## src/rtl/a2bus_pkg.sv

```systemverilog
// Shared definitions for the Apple II slot-bus arbitration logic.
package a2bus_pkg;

    typedef enum logic [1:0] {
        ST_IDLE   = 2'd0,
        ST_SAMPLE = 2'd1,
        ST_DRIVE  = 2'd2
    } arb_state_t;

    localparam logic [15:0] CONFLICT_MAX = 16'hFFFF;

    function automatic logic [15:0] sat_inc16(input logic [15:0] v);
        return (v == CONFLICT_MAX) ? v : v + 16'd1;
    endfunction

endpackage

```

## src/rtl/bus_slot_arbiter_rr_priority_pick.sv

```systemverilog
// Combinational rotating-priority picker: index ptr_i has top priority,
// search proceeds upward with wrap. Pointer 0 gives fixed lowest-index priority.
module rr_priority_pick #(
    parameter int NUM_REQ = 4,
    parameter int PTR_W   = (NUM_REQ > 1) ? $clog2(NUM_REQ) : 1
) (
    input  logic [NUM_REQ-1:0] req_i,
    input  logic [PTR_W-1:0]   ptr_i,
    output logic [NUM_REQ-1:0] win_o
);

    localparam logic [PTR_W:0] NUM_W = NUM_REQ[PTR_W:0];

    logic             found;
    logic [PTR_W:0]   sum;
    logic [PTR_W-1:0] idx;

    always_comb begin
        win_o = '0;
        found = 1'b0;
        sum   = '0;
        idx   = '0;
        for (int i = 0; i < NUM_REQ; i++) begin
            sum = {1'b0, ptr_i} + (PTR_W+1)'(i);
            if (sum >= NUM_W) sum = sum - NUM_W;
            idx = sum[PTR_W-1:0];
            if (!found && req_i[idx]) begin
                win_o[idx] = 1'b1;
                found      = 1'b1;
            end
        end
    end

endmodule

```

## src/rtl/bus_slot_arbiter.sv

```systemverilog
// Slot-bus read-drive arbiter: one card per phi0 cycle drives the data bus,
// with conflict accounting and a combined, maskable IRQ output.
module bus_slot_arbiter
    import a2bus_pkg::*;
#(
    parameter int NUM_REQ     = 4,
    parameter int ROUND_ROBIN = 1
) (
    input  logic                 clk_logic,
    input  logic                 system_reset_n,
    input  logic                 cycle_start_i,
    input  logic                 cycle_end_i,
    input  logic [NUM_REQ-1:0]   rd_en_i,
    input  logic [NUM_REQ*8-1:0] data_i,
    input  logic [NUM_REQ-1:0]   irq_n_i,
    input  logic [NUM_REQ-1:0]   irq_mask_i,
    output logic                 data_out_en_o,
    output logic [7:0]           data_out_o,
    output logic [NUM_REQ-1:0]   grant_o,
    output logic                 irq_n_o,
    output logic                 conflict_o,
    output logic [15:0]          conflict_count_o
);

    localparam int               PTR_W = $clog2(NUM_REQ);
    localparam logic [PTR_W-1:0] LAST  = PTR_W'(NUM_REQ - 1);
    localparam logic [NUM_REQ-1:0] ONE = {{(NUM_REQ-1){1'b0}}, 1'b1};

    arb_state_t         state_q, state_d;
    logic [NUM_REQ-1:0] grant_q, grant_d;
    logic [7:0]         data_q, data_d;
    logic               irq_q, irq_d;
    logic               conflict_q, conflict_d;
    logic [15:0]        count_q, count_d;
    logic [PTR_W-1:0]   ptr_q, ptr_d;
    logic [NUM_REQ-1:0] rd_en_prev_q, rd_en_prev_d;

    logic               decide;
    logic               multi;
    logic [NUM_REQ-1:0] win;
    logic [NUM_REQ-1:0] rise;
    logic [PTR_W-1:0]   pick_ptr;
    logic [PTR_W-1:0]   win_idx;
    logic [7:0]         sel_data;

    assign pick_ptr = (ROUND_ROBIN != 0) ? ptr_q : '0;

    rr_priority_pick #(
        .NUM_REQ (NUM_REQ),
        .PTR_W   (PTR_W)
    ) u_pick (
        .req_i (rd_en_i),
        .ptr_i (pick_ptr),
        .win_o (win)
    );

    // FSM: state register
    always_ff @(posedge clk_logic or negedge system_reset_n) begin
        if (!system_reset_n) state_q <= ST_IDLE;
        else                 state_q <= state_d;
    end

    // FSM: next state. A start pulse always wins: it closes the current
    // cycle (implicit end) and opens a fresh SAMPLE window with no grant.
    always_comb begin
        state_d = state_q;
        decide  = 1'b0;
        case (state_q)
            ST_IDLE: begin
                if (cycle_start_i) state_d = ST_SAMPLE;
            end
            ST_SAMPLE: begin
                if (cycle_start_i)    state_d = ST_SAMPLE;
                else if (cycle_end_i) state_d = ST_IDLE;
                else if (|rd_en_i) begin
                    state_d = ST_DRIVE;
                    decide  = 1'b1;
                end
            end
            ST_DRIVE: begin
                if (cycle_start_i)    state_d = ST_SAMPLE;
                else if (cycle_end_i) state_d = ST_IDLE;
            end
            default: state_d = ST_IDLE;
        endcase
    end

    // FSM: outputs
    always_comb begin
        data_out_en_o = (state_q == ST_DRIVE);
    end

    always_comb begin
        win_idx = '0;
        for (int k = 0; k < NUM_REQ; k++)
            if (win[k]) win_idx = PTR_W'(k);
    end

    always_comb begin
        sel_data = '0;
        for (int k = 0; k < NUM_REQ; k++)
            if (grant_q[k]) sel_data = sel_data | data_i[k*8 +: 8];
    end

    assign multi = |(rd_en_i & (rd_en_i - ONE));
    assign rise  = rd_en_i & ~rd_en_prev_q & ~grant_q;

    always_comb begin
        grant_d = grant_q;
        if (decide)                  grant_d = win;
        else if (state_d != ST_DRIVE) grant_d = '0;

        conflict_d = (decide && multi) || ((state_q == ST_DRIVE) && (|rise));
        count_d    = conflict_d ? sat_inc16(count_q) : count_q;

        // Only a contested decision rotates priority.
        ptr_d = ptr_q;
        if ((ROUND_ROBIN != 0) && decide && multi)
            ptr_d = (win_idx == LAST) ? '0 : win_idx + PTR_W'(1);

        data_d       = (state_q == ST_DRIVE) ? sel_data : data_q;
        irq_d        = &(irq_n_i | ~irq_mask_i);
        rd_en_prev_d = rd_en_i;
    end

    always_ff @(posedge clk_logic or negedge system_reset_n) begin
        if (!system_reset_n) begin
            grant_q      <= '0;
            data_q       <= 8'h00;
            irq_q        <= 1'b1;
            conflict_q   <= 1'b0;
            count_q      <= 16'h0000;
            ptr_q        <= '0;
            rd_en_prev_q <= '0;
        end else begin
            grant_q      <= grant_d;
            data_q       <= data_d;
            irq_q        <= irq_d;
            conflict_q   <= conflict_d;
            count_q      <= count_d;
            ptr_q        <= ptr_d;
            rd_en_prev_q <= rd_en_prev_d;
        end
    end

    assign grant_o          = grant_q;
    assign data_out_o       = data_q;
    assign irq_n_o          = irq_q;
    assign conflict_o       = conflict_q;
    assign conflict_count_o = count_q;

endmodule

```

## config.mk

```make
export PLATFORM = sky130hd
export DESIGN_NAME = bus_slot_arbiter
export DESIGN_NICKNAME = d
export VERILOG_FILES = /design/src/rtl/a2bus_pkg.sv /design/src/rtl/bus_slot_arbiter_rr_priority_pick.sv /design/src/rtl/bus_slot_arbiter.sv
export SDC_FILE = /design/constraint.sdc
export NUM_CORES = 1
export LEC_CHECK = 0
export BUFFER_PORTS_ARGS = -buffer_cell sky130_fd_sc_hd__buf_2
export CORE_ASPECT_RATIO = 0.7
export CORE_UTILIZATION = 45
export CTS_BUF_LIST = sky130_fd_sc_hd__clkbuf_8
export DETAILED_ROUTE_END_ITERATION = 12
export PLACE_DENSITY = 0.77
export SLEW_MARGIN = 25
export SYNTH_ARGS = -nofsm -noshare
export SYNTH_HDL_FRONTEND = slang
export SYNTH_SLANG_ARGS = --single-unit
```

## constraint.sdc

```tcl
create_clock -name clk_logic -period 2.8 [get_ports clk_logic]
set_clock_uncertainty 0.2 [all_clocks]
set_input_delay 0.28 -clock clk_logic [delete_from_list [all_inputs] [get_ports clk_logic]]
set_output_delay 0.28 -clock clk_logic [all_outputs]
set_load 0.005 [all_outputs]
```

# After elaboration in Yosys (flattened, before gate mapping)
# Cells that the tools add are included.
dict set report totals {
  reg_bits 38
  latchBits 0
  mem_bits_rw 0
  rom_bits 0
  inputBits 48
  output_inout_bits 31
  wordCells 117
  mem_count 0
}
dict set report op_classes {
  addsub 10
  mul 0
  div 0
  order_cmp 12
  eq_ne 5
  n_shift 0
  n_mux 48
  bitwise 14
  reduce_logical 20
}
# op n
set op_table {}
lappend op_table {{$mux 8} 4}
lappend op_table {{$mux 2} 13}
lappend op_table {{$mux 4} 6}
lappend op_table {{$or 8x8->8} 3}
lappend op_table {{$add 16x1->16 const B} 1}
lappend op_table {{$eq 16x16->1 const B} 1}
lappend op_table {{$mux 1} 16}
lappend op_table {{$or 4x4->4} 4}
lappend op_table {{$and 4x4->4} 3}
lappend op_table {{$lt 2x3->1 const B} 4}
lappend op_table {{$not 4->4} 3}
lappend op_table {{$reduce_or 4->1} 3}
lappend op_table {{$ge 3x3->1 const B} 3}
lappend op_table {{$logic_and 1x1->1} 9}
lappend op_table {{$bmux 1 s2} 4}
lappend op_table {{$demux 1 s2} 4}
lappend op_table {{$ge 2x1->1 const B} 4}
lappend op_table {{$sub 2x1->2 const B} 4}
lappend op_table {{$add 2x2->3 const B} 2}
lappend op_table {{$pmux 2 s3} 1}
lappend op_table {{$eq 2x2->1 const B} 2}
lappend op_table {{$reduce_and 4->1} 1}
lappend op_table {{$sub 4x1->4 const B} 1}
lappend op_table {{$add 2x1->3 const B} 1}
lappend op_table {{other kinds (10)} 12}

# Logic depth before layout (Yosys ltp)
# Gate-level depths: netlist (run 1).
dict set report depth {
  word_depth 19
  mapped_depth 9
  ltp_nobuf 8
}

# Modules after synthesis
# From an unflattened synthesis (run 1), not the netlist that was laid out.
dict set report hier_totals {
  cells_unflattened 202
  hier_area_um2 2115.8
}
# mod instances cells_per_inst area_each_um2 seq_area_each_um2
set by_module_without_submodules {}
lappend by_module_without_submodules {bus_slot_arbiter 1 172 1813.0 952.2}
lappend by_module_without_submodules {rr_priority_pick 1 30 302.8 0.0}

# Least setup slack after synthesis (run 1)
# No wires, ideal clock.
dict set report synth_timing {
  kind {flip-flop to flip-flop}
  from {register ptr_q[0], in the netlist pick_ptr[0]}
  to {register ptr_q[0], in the netlist pick_ptr[0]}
  setup_ns 0.121
  arrival_ns 2.366
  t_required_ns 2.479
  setup_slack_ns 0.113
  path_stages_with_launch 9
  path_buffers 1
  period_less_slack_ns 2.687
  path_cell_list {dfrtp_1 buf_6 inv_1 ha_1 mux4_1 nor4b_4 a221oi_2 nand2b_1 a22o_1}
}
dict set report synth_via {
  elab_chain_cells 19
  word_cells_on_any_way 65
  cone_classes {add/sub: 8; order compare: 12; eq/ne: 1; mux: 31; bitwise: 3; reduce/logical: 10}
}
# item line_no
set synth_rtl {}
lappend synth_rtl {{start: declaration} bus_slot_arbiter.sv:35} ;# logic [PTR_W-1:0] ptr_q, ptr_d;
lappend synth_rtl {{start signal: assignment} bus_slot_arbiter.sv:141} ;# ptr_q <= ptr_d;
lappend synth_rtl {{branches (longest 13 deep; another with $add 2x1->3)} --}
lappend synth_rtl {{$mux 4 (*)} bus_slot_arbiter_rr_priority_pick.sv:27} ;# if (!found && req_i[idx]) begin
lappend synth_rtl {{$mux 1} bus_slot_arbiter.sv:96} ;# if (win[k]) win_idx = PTR_W'(k);
lappend synth_rtl {{$mux 2} bus_slot_arbiter.sv:96}
lappend synth_rtl {{$mux 2 (*)} bus_slot_arbiter.sv:96}
lappend synth_rtl {{$add 2x1->2 / $eq 2x2->1 (equally long branches)} bus_slot_arbiter.sv:119} ;# ptr_d = (win_idx == LAST) ? '0 : win_idx + PTR_W'(1);
lappend synth_rtl {{$mux 2 (*)} bus_slot_arbiter.sv:119}
# Mark *: on every way between the ends. The select of a mux whose other input is x is not followed.
# A chain may end at the register's enable or synchronous reset.

# Final worst setup path (run 1)
dict set report layout_timing {
  from {input port rd_en_i[0]}
  to {register count_q[8], in the netlist conflict_count_o[8]}
}
dict set report layout_via {
  elab_chain_cells 8
  word_cells_on_any_way 15
  cone_classes {add/sub: 1; mux: 4; bitwise: 3; reduce/logical: 7}
}
# item line_no
set layout_rtl {}
lappend layout_rtl {{start: declaration} bus_slot_arbiter.sv:13} ;# input logic [NUM_REQ-1:0] rd_en_i,
lappend layout_rtl {{branches (longest 6 deep; another with $sub 4x1->4)} --}
lappend layout_rtl {{$logic_or 1x1->1 (*)} bus_slot_arbiter.sv:113} ;# conflict_d = (decide && multi) || ((state_q == ST_DRIVE) && (|rise));
lappend layout_rtl {{$reduce_and 2->1 (no source line) (*)} --}
lappend layout_rtl {{end signal: assignment} bus_slot_arbiter.sv:140} ;# count_q <= count_d;
lappend layout_rtl {{end: declaration} bus_slot_arbiter.sv:34} ;# logic [15:0] count_q, count_d;
# Mark *: on every way between the ends.

==> results.py, run 1 <==
metrics = {
    "yosys": {
        "yosysMostFrequentCell": "dfrtp_1",
        "async_flop_share": 1.00,
        "ys_ff_latch": 38,
        "yosys.area.top_type": "dfrtp_1",
        "syn_inst": 206,
        "synthFlopType": "dfrtp_1",
        "syn_area_mm2": 0.00211,
        "synthTopCellsByCount": "37 x dfrtp_1, 21 x nand2_1, 15 x o21ai_0, 15 x xor2_1, 12 x nor2_1",
        "synth_nets": 261,
        "synth_area_leaders": "dfrtp_1 44%, xor2_1 6.2%, a221oi_1 4.6%, a22o_1 4.2%, ha_1 4.2%",
        "synth_edf_count": 0,
        "synth_cell_types": 38,
        "yosysTopAreaCellShare": 0.439,
        "yosys_warnings": 0,
        "ys_seq_area_frac": 0.451,
        "syn-mean-instance-area_um2": 10.2,
    },
    "routing": {
        "via_count": 1916,
        "vias_per_cell": 5.49,
        "dr.pass1.iters": 9,
        "drtIter0Drc": 149,
        "postRouteAntennaNets": 0,
        "wl_per_cell_um": 14.2,
        "drc": 20,
        "wl_um": 4940,
    },
    "placement": {
        "place_inst": 334,
        "routabilityCongestion": 0.942,
        "place_area_mm2": 0.00256,
        "io_buffers": 78,
        "dp_hpwl_um": 3700,
    },
    "clock_tree": {
        "numClockSinks": 38,
        "cts_max_path_buffers": 2,
        "clock_latency_ns": 0.28,
        "cts_buffers": 5,
        "h-tree-depth": 2,
        "cts_tree": "yes",
        "clk_pin_slew_ns": 0.07,
        "cts_root_buf": "clkbuf_8",
    },
    "outcome": {
        "violations": "DRC",
        "outcome": "finished, violations left",
    },
    "floorplan": {
        "ioPinCount": 79,
        "die_y_um": 59.3,
        "rows": 20,
        "core_mm2": 0.00443,
        "start_util": 0.476,
        "die_w_um": 83.8,
        "dieArea_mm2": 0.00497,
    },
    "global_route": {
        "grt_pass1_wl_um": 8120,
        "first_global_vias": 1783,
        "met3_usage": 0.0655,
        "top_usage_layer": "met2",
        "antenna_found_initial": 0,
        "grt_max_degree": 39,
        "use_met2": 0.336,
        "grt_use_total": 0.210,
        "use_met1": 0.287,
        "grt-ovfl-total": 0,
    },
    "setup_path": {
        "cp_slowest_cell": "or4_1",
        "path_cells": "dlygate4sd3_1 -> buf_2 -> or4_1 -> nand4b_1 -> nor3_2 -> o21ai_1 -> nor3_1 -> xor2_1",
        "crit_required_ns": 2.75,
        "crit_path_start_kind": "input port",
        "r2r_cells": 7,
        "max_stage_delay_ns": 0.59,
        "end_kind": "flop",
        "worstPathArrival_ns": 2.62,
        "rr_endpoint": "pick_ptr[0]$_DFFE_PN0P_",
        "critPathKind": "input port to flop",
        "critPathMaxFanout": 8,
        "r2r_slack_ns": 0.21,
        "r2r_start": "pick_ptr[0]$_DFFE_PN0P_",
    },
    "layout": {
        "nets": 348,
        "instances_no_fill": 349,
        "area_growth_pct": 28.9,
        "diodes": 0,
        "fin_area_mm2": 0.00272,
        "final_util": 0.614,
        "drive_gt1_frac": 0.333,
    },
    "timing": {
        "period_share": 0.951,
        "rsz0062_at_grt": "no",
        "min_period_ns": 2.66,
        "timing.fmax_mhz": 375,
        "maxSlewViolCount": 0,
        "finalSetupViolCount": 0,
        "slew_headroom": 0.451,
        "worst_slew_pin_slew_ns": 0.824,
        "fin_setup_tns_ns": 0,
        "timing.final.hold_violations": 0,
    },
    "power_and_ir_drop": {
        "p_int_mw": 1.16,
        "p_switching_mw": 0.608,
        "switching_share": 0.344,
        "vdd_ir_drop_max_mv": 0.329,
        "comb_power_share": 0.374,
        "p_leak_nw": 1.41,
        "p_seq_frac": 0.407,
        "clockPowerShare": 0.219,
        "p_per_area_mw_per_mm2": 649,
    },
    "worst_hold_path": {
        "hold_start": "cycle_start_i",
        "min_to": "state_q[0]$_DFF_PN0_",
        "hold_class": "input port to flop",
        "holdPathStages": 3,
    },
    "run": {
        "maxCapViolCount": 0,
    },
}
through the flow:
step / hold WS (ns) / setup slack, ns / power, mW
finish: 0.0743 / 0.136 / 1.77
global route: 0.0792 / 0.0134 / 1.90
CTS: 0.000559 / 0.107 / 1.77
detailed placement: 0.227 / 0.114 / 1.37
global placement: 0.223 / 0.213 / 1.36
floorplan: -0.216 / 0.113 / 1.16
worst max-delay path, delay by kind of cell:
| kind | cells | cell delay (ns) |
|---|---|---|
| compound gates | 1 | 0.39 |
| xor+xnor | 1 | 0.17 |
| buf+inv | 2 | 0.70 |
| simple gates | 4 | 1.08 |
placed cells by master (no fill, tap or decap), types with 10 or more instances in the layout:
cell type	n
nor3_1	10
o21ai_0	15
dfrtp_1	37
a22o_1	10
buf_2	78
nor2_1	12
inv_1	11
nand2_1	21
a221oi_1	11
xor2_1	15
registers in the layout (all words and copies together) (netlist names):
signal            flops
conflict_count_o     16
conflict_o            1
pick_ptr              2
irq_n_o               1
data_out_o            8
state_q               2
rd_en_prev_q          4
grant_o               4
layer usage:
| layer | wire length [um] | up-vias |
|---|---|---|
| met3 | 419 | 4 |
| li1 | - | 939 |
| met5 | 0 | - |
| met4 | 40 | 0 |
| met1 | 2310 | 871 |
| met2 | 2180 | 102 |
power by group through the flow:
stage / sequential (mW) / combinational [mW] / clock [mW]
after floorplan: 0.715 / 0.448 / 0
after global placement: 0.720 / 0.638 / 0
after detailed placement: 0.727 / 0.647 / 0
after CTS: 0.717 / 0.656 / 0.394
after global routing: 0.733 / 0.738 / 0.425
final: 0.719 / 0.660 / 0.386
cell type report:
type	count	area (um^2)
fill	389	1710
multi-input combinational	148	1070
sequential	38	952
timing repair buffer	89	490
clock buffer	6	82.6
tap	55	68.8
inverter	11	41.3
clock inverter	2	12.5
repair_timing:
item,CTS,global route
hold buffers,5,2
setup endpoints to repair,0,2
hold endpoints to repair,40,2
gates resized for setup,0,1
buffers inserted,0,0
worst max path at each step:
| stage | startpoint | end | slack [ns] | depth (start not counted) |
|---|---|---|---|---|
| detailed placement | pick_ptr[0]$_DFFE_PN0P_ | pick_ptr[0]$_DFFE_PN0P_ | 0.11 | 7 |
| floorplan | pick_ptr[0]$_DFFE_PN0P_ | pick_ptr[0]$_DFFE_PN0P_ | 0.11 | 8 |
| global route | rd_en_i[0] | conflict_count_o[14]$_DFFE_PN0P_ | 0.01 | 8 |
| global placement | pick_ptr[0]$_DFFE_PN0P_ | pick_ptr[0]$_DFFE_PN0P_ | 0.21 | 7 |
| CTS | pick_ptr[0]$_DFFE_PN0P_ | pick_ptr[0]$_DFFE_PN0P_ | 0.11 | 7 |
| finish | rd_en_i[0] | conflict_count_o[8]$_DFFE_PN0P_ | 0.14 | 8 |
cell families (layout without fill, tap and decap cells):
| group | Yosys count | in the layout | synth area share |
|---|---|---|---|
| adders and majority gates | 8 | 8 | 0.0463 |
| DFF | 38 | 38 | 0.451 |
| AOI/OAI and AO/OA | 46 | 46 | 0.158 |
| buffers and inverters | 20 | 108 | 0.0391 |
| xor gates and xnor gates | 15 | 15 | 0.0623 |
| and+or+nand+nor | 74 | 74 | 0.189 |
| muxes | 5 | 5 | 0.0534 |
Power figures use the tool's default switching activity.
==> run 2, diff against run 1 <==
Settings changed: ABC_AREA from default to 1, PLACE_DENSITY 0.77 to 0.75.
==> run 2 against run 1 <==
  * The run now ends clean
  * Routed wire length increased by 17%
  * Core utilization decreased by 0.56 points
  * Sequential share of layout area decreased by 3.5 points
  * Cell count increased by 32%
  * Non-clock buffer count decreased by 3
  * Design area increased by 11%
  * Critical path depth increased by 5
  * Sequential power increased by 11%
  * Area after synthesis increased by 15%
  * Flip-flop and latch count unchanged
  * Count of clock-buffer cells in the layout decreased by 1
  * Critical path type is now flop to flop
  * Critical endpoint is now pick_ptr[1]$_DFFE_PN0P_
  * Largest cell class unchanged
  * Largest power group is now combinational logic
  * Highest routed layer unchanged
==> results.py, run 2 <==
metrics = {
    "layout": {
        "nets": 446,
        "diodes": 0,
        "drive_gt1_frac": 0.283,
        "largest_register_ff_count": 16,
        "layout_commonest_cell": "nand2_1",
        "final_util": 0.608,
        "final_cell_mix": "88 x nand2_1, 78 x buf_2, 37 x dfrtp_1",
        "area_growth_pct": 24.9,
        "fillers": 461,
    },
    "routing": {
        "drc": 0,
        "via_count": 2346,
        "postRouteAntennaNets": 0,
        "wl_per_cell_um": 12.6,
        "vias_per_cell": 5.09,
        "wl_um": 5810,
        "drtIter0Drc": 155,
        "dr.pass1.iters": 5,
    },
    "power_and_ir_drop": {
        "p_switching_mw": 0.880,
        "p_per_area_mw_per_mm2": 721,
        "vdd_ir_drop_max_mv": 0.316,
        "comb_power_share": 0.429,
        "switching_share": 0.404,
        "clockPowerShare": 0.206,
        "p_leak_nw": 1.56,
        "p_int_mw": 1.30,
        "p_seq_frac": 0.365,
    },
    "setup_path": {
        "crit_required_ns": 2.77,
        "end_kind": "flop",
        "critPathMaxFanout": 11,
        "worstPathArrival_ns": 2.23,
        "r2r_start": "pick_ptr[0]$_DFFE_PN0P_",
        "cp-startpoint": "pick_ptr[0]$_DFFE_PN0P_",
        "rr_endpoint": "pick_ptr[1]$_DFFE_PN0P_",
        "r2r_slack_ns": 0.54,
        "crit_path_start_kind": "flop",
        "cp-endpoint": "pick_ptr[1]$_DFFE_PN0P_",
        "r2r_cells": 13,
        "critPathKind": "flop to flop",
    },
    "clock_tree": {
        "cts_root_buf": "clkbuf_8",
        "clock_latency_ns": 0.29,
        "cts_resized": 0,
        "cts_buffers": 5,
        "cts_max_path_buffers": 2,
        "numClockSinks": 38,
        "h-tree-depth": 2,
        "clk_pin_slew_ns": 0.07,
        "cts_hold_buf": 7,
        "post_cts_buffers": 0,
        "cts_tree": "yes",
    },
    "yosys": {
        "synth_edf_count": 0,
        "synth_area_leaders": "dfrtp_1 38%, nand2_1 14%, inv_1 5.4%, nand3_1 4.6%, ha_1 3.6%",
        "ys_ff_latch": 38,
        "syn_area_mm2": 0.00242,
        "synth_cell_types": 34,
        "synth_nets": 361,
        "syn-mean-instance-area_um2": 7.90,
        "async_flop_share": 1.00,
        "syn_inst": 306,
        "synthTopCellsByCount": "88 x nand2_1, 37 x dfrtp_1, 35 x inv_1",
        "yosys.area.top_type": "dfrtp_1",
        "yosysMostFrequentCell": "nand2_1",
        "synthFlopType": "dfrtp_1",
        "ys_seq_area_frac": 0.394,
        "yosys_warnings": 0,
        "yosysTopAreaCellShare": 0.383,
    },
    "timing": {
        "setup_slack_ns": 0.542,
        "rsz0062_at_grt": "no",
        "worst_slew_pin_slew_ns": 0.824,
        "slew_headroom": 0.451,
        "timing.fmax_mhz": 443,
        "worst_hold_slack_ns": 0.0939,
        "timing.final.hold_violations": 0,
        "fin_setup_tns_ns": 0,
        "finalSetupViolCount": 0,
        "min_period_ns": 2.26,
        "period_share": 0.806,
        "maxSlewViolCount": 0,
    },
    "placement": {
        "preCtsSetupSlack_ns": 0.573,
        "io_buffers": 78,
        "routabilityCongestion": 1.01,
        "dp_hpwl_um": 4430,
    },
    "global_route": {
        "grt_max_degree": 39,
        "first_global_vias": 2029,
        "grt_pass1_wl_um": 9340,
        "antenna_found_initial": 0,
        "grt-ovfl-total": 0,
        "grt_use_total": 0.214,
    },
    "run": {
        "maxCapViolCount": 0,
    },
    "outcome": {
        "outcome": "finished, final reports clean",
    },
    "worst_hold_path": {
        "hold_class": "input port to flop",
        "hold_start": "data_i[19]",
    },
    "floorplan": {
        "rows": 21,
        "start_util": 0.487,
        "dieArea_mm2": 0.00567,
        "die_y_um": 63.3,
        "core_mm2": 0.00497,
        "die_w_um": 89.6,
        "ioPinCount": 79,
    },
}
## run 2: worst min-delay path by stage
stage	to	slack (ns)	cells after the start
3_5_place_dp	data_out_o[3]$_DFFE_PN0P_	0.23	1
2_1_floorplan	conflict_count_o[0]$_DFFE_PN0P_	-0.22	0
4_1_cts	state_q[0]$_DFF_PN0_	0.08	3
3_3_place_gp	data_out_o[3]$_DFFE_PN0P_	0.23	1
6_report	data_out_o[3]$_DFFE_PN0P_	0.09	3
5_1_grt	data_out_o[4]$_DFFE_PN0P_	0.11	3
## run 2: power by group through the flow
| stage | Combinational, mW | Sequential [mW] | Clock [mW] |
|---|---|---|---|
| 2_1_floorplan | 0.683 | 0.769 | 0 |
| 3_3_place_gp | 0.904 | 0.801 | 0 |
| 3_5_place_dp | 0.917 | 0.807 | 0 |
| 4_1_cts | 0.928 | 0.796 | 0.467 |
| 5_1_grt | 1.04 | 0.811 | 0.495 |
| 6_report | 0.935 | 0.795 | 0.449 |
## run 2: kinds of logic (layout without fill, tap and decap cells)
logic type,after synthesis,after routing,share of synthesized area
compound gates,44,44,0.130
xor+xnor,15,15,0.0543
fa+ha+maj,7,7,0.0362
buf+inv,45,131,0.0854
flops,38,38,0.394
simple gates,157,157,0.300
## run 2: per-stage QoR
stage | instances | power (mW) | cell area, um^2
2_1_floorplan | 306 | 1.45 | 2420
3_3_place_gp | 446 | 1.70 | 2840
3_5_place_dp | 446 | 1.72 | 2840
4_1_cts | 461 | 2.19 | 3020
5_1_grt | 461 | 2.35 | 3020
6_report | 461 | 2.18 | 3020
## run 2: layout make-up
cell class | instances | area, um^2 | share of cell area
Multi-Input combinational cell | 223 | 1260 | 0.417
Clock inverter | 3 | 40.0 | 0.0133
Timing Repair Buffer | 86 | 468 | 0.155
Sequential cell | 38 | 952 | 0.315
Tap cell | 69 | 86.3 | 0.0286
Inverter | 37 | 146 | 0.0485
Clock buffer | 5 | 68.8 | 0.0228
## run 2: worst max-delay path, cell delays in order, from the launching register on
cell and delay, ns:
dfrtp_1 0.58, inv_4 0.11, ha_1 0.37, inv_1 0.08, nand3_1 0.08, nand2_1 0.09, nand2_4 0.11, inv_1 0.05
nand2_1 0.06, nor2_1 0.04, nor2_1 0.20, nand2_1 0.08, nand2_1 0.07, nand2_1 0.05
## run 2: metal layers
metal  track usage  vias up  routed length [um]
met4        0.0298        0                  34
li1              -     1179                   -
met1         0.311     1047                2830
met3        0.0524        4                 516
met5             0        -                   0
met2         0.330      116                2430
==> run 3, diff against run 2 <==
Settings changed: ABC_AREA 1 to 0, PLACE_DENSITY 0.75 to 0.74.
Clock period 2.8 ns to 2.3 ns, I/O delays scaled along.
==> run 3 against run 2 <==
  * The flow now finishes with violations (DRC, setup timing)
  * Clock power up 7.1%
  * Worst setup slack worse by 0.71 ns
  * Global-route usage up 0.45 points
  * Via count down 16%
  * Combinational power up 11%
==> results.py, run 3 (synthesis gave the netlist of run 1 again) <==
metrics = {
    "floorplan": {
        "ioPinCount": 79,
        "dieArea_mm2": 0.00497,
        "start_util": 0.476,
        "die_y_um": 59.3,
        "die_w_um": 83.8,
        "core_mm2": 0.00443,
        "rows": 20,
    },
    "worst_hold_path": {
        "hold_class": "input port to flop",
        "holdPathStages": 3,
    },
    "power_and_ir_drop": {
        "p_int_mw": 1.55,
        "p_leak_nw": 1.50,
        "switching_share": 0.347,
        "totalPowerFinal_mw": 2.37,
        "p_switching_mw": 0.823,
        "comb_power_share": 0.441,
        "clockPowerShare": 0.203,
        "p_per_area_mw_per_mm2": 829,
        "vdd_ir_drop_max_mv": 0.489,
        "p_seq_frac": 0.356,
    },
    "timing": {
        "setup_slack_ns": -0.169,
        "worst_slew_pin_slew_ns": 0.836,
        "period_share": 1.07,
        "slew_headroom": 0.443,
        "timing.fmax_mhz": 405,
        "timing.final.hold_violations": 0,
        "min_period_ns": 2.47,
        "fin_setup_tns_ns": -0.461,
        "rsz0062_at_grt": "yes",
        "finalSetupViolCount": 6,
        "maxSlewViolCount": 0,
    },
    "global_route": {
        "antenna_found_initial": 0,
        "first_global_vias": 1779,
        "grt_pass1_wl_um": 8360,
        "grt_max_degree": 39,
        "grt_use_total": 0.219,
        "grt-ovfl-total": 0,
    },
    "setup_path": {
        "critPathKind": "flop to flop",
        "r2r_cells": 7,
        "max_stage_delay_ns": 0.59,
        "crit_required_ns": 2.28,
        "critPathMaxFanout": 6,
        "worstPathArrival_ns": 2.45,
        "crit_path_start_kind": "flop",
        "path_cells": "inv_4 -> ha_4 -> mux4_2 -> nor4b_4 -> a221oi_2 -> nand2b_1 -> a22o_1",
        "end_kind": "flop",
        "cp_slowest_cell": "mux4_2",
    },
    "clock_tree": {
        "h-tree-depth": 2,
        "cts_buffers": 5,
        "clk_pin_slew_ns": 0.08,
        "cts_tree": "yes",
        "cts_root_buf": "clkbuf_8",
        "cts_max_path_buffers": 2,
        "numClockSinks": 38,
        "clock_latency_ns": 0.29,
    },
    "layout": {
        "final_cell_mix": "78 x buf_2, 37 x dfrtp_1, 21 x nand2_1, 21 x buf_4, 15 x xor2_1",
        "diodes": 0,
        "layout_commonest_cell": "buf_2",
        "largest_register_ff_count": 16,
        "area_growth_pct": 35.6,
        "instances_no_fill": 364,
        "nets": 363,
        "fillers": 359,
        "drive_gt1_frac": 0.398,
    },
    "routing": {
        "drtIter0Drc": 117,
        "vias_per_cell": 5.42,
        "postRouteAntennaNets": 0,
        "wl_um": 5220,
        "drc": 20,
        "via_count": 1972,
        "wl_per_cell_um": 14.3,
        "dr.pass1.iters": 8,
    },
    "outcome": {
        "outcome": "finished, violations left",
        "violations": "DRC, setup timing",
    },
    "placement": {
        "io_buffers": 78,
        "routabilityCongestion": 0.823,
        "dp_hpwl_um": 3940,
        "place_inst": 348,
    },
    "run": {
        "maxCapViolCount": 0,
    },
}
## run 3: cell types whose count changed in the layout (fill, tap and decap cells not counted), moves of 6 or more
cell and delta:
nand2_1 -67, o21ai_0 +6, xor2_1 +9, xnor2_1 -9, nor2_1 -10, nand3_1 -15, buf_4 +20, a21oi_1 -6
inv_1 -26
## run 3: through the flow
step	instance area, um^2	hold slack [ns]	util	setup WS (ns)
after CTS	2850	0.0155	0.643	-0.154
final	2860	0.0213	0.646	-0.169
after detailed placement	2680	0.189	0.605	-0.154
after global routing	2860	0.0368	0.646	-0.243
after global placement	2680	0.184	0.605	-0.0940
after floorplan	2130	-0.266	-	-0.159
## run 3: power groups by stage
stage,Combinational [mW],Sequential (mW),Clock [mW]
6_report,1.04,0.845,0.481
5_1_grt,1.15,0.857,0.522
4_1_cts,1.01,0.847,0.494
3_5_place_dp,0.939,0.860,0
3_3_place_gp,0.920,0.854,0
2_1_floorplan,0.588,0.870,0
## run 3: layer usage
layer	GRT usage	wire, um	vias to the layer above
met2	0.349	2280	83
met3	0.0585	390	7
met1	0.295	2490	918
met5	0	0	-
li1	-	-	964
met4	0.0714	63	0
## run 3: final cells by class
class / count / area, um^2 / share of cell area
clock inverter: 2 / 12.5 / 0.00437
sequential: 38 / 952 / 0.333
tap: 55 / 68.8 / 0.0241
clock buffer: 6 / 82.6 / 0.0289
multi-input combinational: 148 / 1100 / 0.385
inverter: 11 / 43.8 / 0.0153
timing repair buffer: 104 / 599 / 0.210
## run 3: worst paths after layout
kind,from,end,slack (ns)
hold reg to reg,data_out_o[7]$_DFFE_PN0P_,data_out_o[7]$_DFFE_PN0P_,0.28
setup reg to reg,pick_ptr[0]$_DFFE_PN0P_,pick_ptr[0]$_DFFE_PN0P_,-0.17
min in group asynchronous,system_reset_n,data_out_o[4]$_DFFE_PN0P_,0.38
hold / removal,cycle_start_i,state_q[0]$_DFF_PN0_,0.02
max in group asynchronous,system_reset_n,conflict_count_o[2]$_DFFE_PN0P_,1.00
setup / recovery,pick_ptr[0]$_DFFE_PN0P_,pick_ptr[0]$_DFFE_PN0P_,-0.17
## run 3: worst max-delay path, delay by kind of cell, from the launching register on
family                     cells  cell delay [ns]
adders and majority gates      1             0.27
and+or+nand+nor                2             0.52
muxes                          1             0.59
AOI/OAI and AO/OA              2             0.34
buffers and inverters          1             0.05
DFF                            1             0.39
## run 3: repair_timing
action / CTS / global route
cloned: 0 / 0
pin swaps: 2 / 1
hold endpoints to repair: 39 / 0
gates resized for setup: 3 / 4
setup endpoints to repair: 4 / 7
hold buffers: 4 / 0
buffers inserted: 3 / 1
